--- config.mk ---
export PLATFORM = sky130hd
export DESIGN_NAME = fifo_drain_reader
export DESIGN_NICKNAME = d
export VERILOG_FILES = /design/src/rtl/fifo_drain_reader.sv
export SDC_FILE = /design/constraint.sdc
export NUM_CORES = 1
export LEC_CHECK = 0
export CORE_UTILIZATION = 35
export DETAILED_ROUTE_END_ITERATION = 8
export MAX_ROUTING_LAYER = met4
export PLACE_DENSITY = 0.69
export SETUP_SLACK_MARGIN = 0.05
export SYNTH_ARGS = -nofsm -noshare
export SYNTH_HDL_FRONTEND = slang
export SYNTH_SLANG_ARGS = --single-unit
export TNS_END_PERCENT = 10
--- constraint.sdc ---
create_clock -name clk -period 3.5 [get_ports clk]
set_input_delay 0.875 -clock clk [delete_from_list [all_inputs] [get_ports clk]]
set_output_delay 0.875 -clock clk [all_outputs]
set_load 0.01 [all_outputs]
--- src/rtl/fifo_drain_reader.sv ---
// Pulls words out of a FIFO/RAM pair into a 2-entry skid buffer and offers them on valid/ready.
// Read-to-valid latency is 2 cycles; reads stall once buffered plus in-flight words would exceed 2.
module fifo_drain_reader #(
    parameter int width = 4,
    parameter int CNT_W = 8
) (
    input  logic             clk,
    input  logic             reset,
    input  logic             drain_en,
    input  logic             fifo_empty,
    input  logic [width-1:0] fifo_rdata,
    output logic             fifo_read,
    output logic [width-1:0] out_data,
    output logic             out_valid,
    input  logic             out_ready,
    output logic [CNT_W-1:0] pop_count,
    output logic             busy
);

    logic [1:0]       occ;
    logic [1:0]       occ_nxt;
    logic             inflight;
    logic [width-1:0] head_q;
    logic [width-1:0] head_nxt;
    logic [width-1:0] tail_q;
    logic [width-1:0] tail_nxt;
    logic             deq;
    logic [1:0]       level_after;

    // occ + inflight never exceeds 2, so the 2-bit sum cannot overflow.
    always_comb begin
        out_valid   = (occ != 2'd0);
        out_data    = out_valid ? head_q : '0;
        deq         = out_valid && out_ready;
        level_after = occ + {1'b0, inflight} - {1'b0, deq};
        fifo_read   = drain_en && !fifo_empty && (level_after < 2'd2);
        busy        = out_valid || inflight;
    end

    always_comb begin
        occ_nxt  = occ;
        head_nxt = head_q;
        tail_nxt = tail_q;
        case ({inflight, deq})
            2'b10: begin
                if (occ == 2'd0) begin
                    head_nxt = fifo_rdata;
                end else begin
                    tail_nxt = fifo_rdata;
                end
                occ_nxt = occ + 2'd1;
            end
            2'b01: begin
                head_nxt = (occ == 2'd2) ? tail_q : '0;
                tail_nxt = '0;
                occ_nxt  = occ - 2'd1;
            end
            // Capture and dequeue together: head advances, new word lands behind it.
            2'b11: begin
                if (occ == 2'd2) begin
                    head_nxt = tail_q;
                    tail_nxt = fifo_rdata;
                end else begin
                    head_nxt = fifo_rdata;
                end
            end
            default: ;
        endcase
    end

    always_ff @(posedge clk) begin
        if (reset) begin
            occ       <= 2'd0;
            inflight  <= 1'b0;
            head_q    <= '0;
            tail_q    <= '0;
            pop_count <= '0;
        end else begin
            occ      <= occ_nxt;
            inflight <= fifo_read;
            head_q   <= head_nxt;
            tail_q   <= tail_nxt;
            if (deq) begin
                pop_count <= pop_count + CNT_W'(1);
            end
        end
    end

endmodule

==> results.sh <==
export IMPL_cts_setup_buffers=0
export IMPL_fin_ws_ns=0.287
export IMPL_drt_initial_drc_count=17
export IMPL_nets=152
export IMPL_fin_cells=167
export IMPL_path_clk_slew_ns=0.11
export IMPL_first_pass_iters=4
export IMPL_ys_seq_area_share_pct=39.4
export IMPL_die_w_microns=54.5
export IMPL_p_leak_nw=0.471
export IMPL_route_detailed_drc=0
export IMPL_grt_pass1_wl_microns=3330
export IMPL_cp_required_ns=2.62
export IMPL_routedWlPerCell_microns=11.5
export IMPL_skew_ns=0.0122
export IMPL_core_sq_um=2540
export IMPL_cts_path_max_buffers=2
export IMPL_syn_inst=110
export IMPL_route_vias_total=835
export IMPL_grt_max_degree=20
export IMPL_antenna_found_initial=0
export IMPL_synthTopCellsByCount="19 x dfxtp_1, 14 x nor2_1, 9 x nand2_1"
export IMPL_crit_buf_inv=3
export IMPL_overflow=0
export IMPL_startpoint_type="input port"
export IMPL_fin_crit_ns=3.21
export IMPL_syn_mean_instance_area_sq_um=8.77
export IMPL_cp_data_arrival_time_ns=2.34
export IMPL_powerDensity_nw_per_um2=543
export IMPL_yosys_top_cells_area="dfxtp_1 39%, ha_1 6.5%, nor2_1 5.4%, xnor2_1 5.4%, or4b_1 4.2%"
export IMPL_synth_cell_types=28
export IMPL_fp_row_count=18
export IMPL_via_per_inst=5.00
export IMPL_cp_max_fo=3
export IMPL_cts_sinks=19
export IMPL_synthArstFlopShare_pct=0
export IMPL_synth_fp_nets=124
export IMPL_synth_main_ff_cell="dfxtp_1"
export IMPL_slew_violations=0
export IMPL_path_class="in2out"
export IMPL_grt_pass1_vias=801
export IMPL_finalWirelength_microns=1920
export IMPL_tightest_slew_ns=0.731
export IMPL_port_buffers=23
export IMPL_finalSetupViolations=0
export IMPL_ant_nets=0
export IMPL_die_h_microns=54.5
export IMPL_path_cells="clkdlybuf4s50_1 > nand2_1 > inv_2 > ha_1 > xor2_1 > xnor2_1 > nor3b_2 > clkbuf_2"
export IMPL_timing_slew_headroom_pct=51.1
export IMPL_cts_tree="built"
export IMPL_antenna_cells=0
export IMPL_numCtsBuffers=3
export IMPL_synth_edf_count=0
export IMPL_dpl_hpwl_microns=1440
export IMPL_slowest_stage="clkdlybuf4s50_1"
export IMPL_cp_end_kind="primary output"
export IMPL_rsz0062_at_grt="no"
export IMPL_dp_slack_ns=-0.123
export IMPL_clkLatencyLatePin_ns=0.30
export IMPL_drive_above_1_share_pct=11.7
export IMPL_fmax_mhz=311
export IMPL_dp_cells=163
export IMPL_gp_congestion=0.702
export IMPL_status="finished, final reports clean"
export IMPL_cpLargestDelayFamily="buffers and inverters"
export IMPL_cts_htree_levels=1
export IMPL_die_area_sq_um=2970
export IMPL_yosys_warnings=0
export IMPL_io_pins=24
export IMPL_synth_top_area_share_pct=39.4
export IMPL_synthToLayoutAreaGrowth_pct=31.5
export IMPL_cpPeakStageDelay_ns=0.49
export IMPL_report_final_hold_viol_count=0
export IMPL_peakVddDrop_mv=0.320
export IMPL_maxCapViolCount=0
export IMPL_post_route_period_util_pct=91.8
export IMPL_clockRootBuffer="clkbuf_4"
export IMPL_min_path_type="reg2reg"
export IMPL_synth_top_cell_by_area="dfxtp_1"
export IMPL_grt_usage_pct=16.2
export IMPL_yosys_cell_count_top_type="dfxtp_1"
export IMPL_start_util_pct=37.9
export IMPL_ys_ff_latch=19
export IMPL_mappedNetlistArea_sq_um=965
flip-flops by register name, indices dropped and copies added (netlist names):
signal / cells
tail_q: 4
occ: 2
inflight: 1
pop_count: 8
head_q: 4
metal layers:
metal / GRT usage, % / up-vias / share of wire, %
met5: - / - / 0
met1: 20.4 / 377 / 48
li1: - / 432 / -
met4: 2.56 / 0 / 0
met2: 25.0 / 26 / 46
met3: 5.83 / 0 / 5.9
cells by family after synthesis:
family | share of synthesized area, %
simple gates | 26.5
compound gates | 13.1
flops | 39.4
xor+xnor | 9.08
buf+inv | 3.24
fa+ha+maj | 6.49
mux | 2.20
final timing paths:
check	startpoint	to	slack [ns]	cells past startpoint
setup / recovery	out_ready	fifo_read	0.29	8
hold / removal	tail_q[3]	tail_q[3]	0.49	2
setup reg to reg	occ[1]	tail_q[1]	1.22	9
hold reg to reg	tail_q[3]	tail_q[3]	0.49	2
tightest hold or removal path: stages (launching register included):
cell,delay (ns)
dfxtp_1,0.33
o21ai_0,0.07
a21oi_1,0.06
cell usage in the layout (no fill, tap or decap), types with 5 or more instances in the layout:
| master | instances |
|---|---|
| nor3_1 | 7 |
| a21oi_1 | 6 |
| nor2b_1 | 6 |
| nand2_1 | 9 |
| nor2_1 | 14 |
| dfxtp_1 | 19 |
| ha_1 | 5 |
| xnor2_1 | 6 |
| clkdlybuf4s50_1 | 22 |
| o21ai_0 | 6 |
power by group:
part	internal, mW	switching (mW)	leakage [nW]
Combinational	0.150	0.140	0.298
Sequential	0.253	0.0367	0.154
Clock	0.0425	0.0673	0.0177
Total	0.445	0.244	0.471
timing repair:
item,4_1_cts,5_1_grt
resized for setup,1,2
hold buffers,0,0
endpoints found under the setup margin,1,1
cell type report:
type | count | area [sq um]
clock buffer | 3 | 22.5
clock inverter | 1 | 5.00
fill | 255 | 1280
inverter | 4 | 15.0
multi-input combinational | 83 | 553
sequential | 19 | 380
tap | 30 | 37.5
timing repair buffer | 27 | 255
through the flow:
step | setup TNS [ns] | area, sq um | util (%) | hold WS, ns | power [mW]
2_1_floorplan | 0 | 965 | - | 0.449 | 0.476
3_3_place_gp | -0.0890 | 1250 | 49.0 | 0.460 | 0.579
6_report | 0 | 1270 | 49.9 | 0.485 | 0.689
4_1_cts | 0 | 1270 | 50.0 | 0.488 | 0.700
3_5_place_dp | -0.123 | 1250 | 49.0 | 0.470 | 0.586
5_1_grt | 0 | 1270 | 49.9 | 0.503 | 0.753
Note: power is estimated with default switching activity, not from simulation.
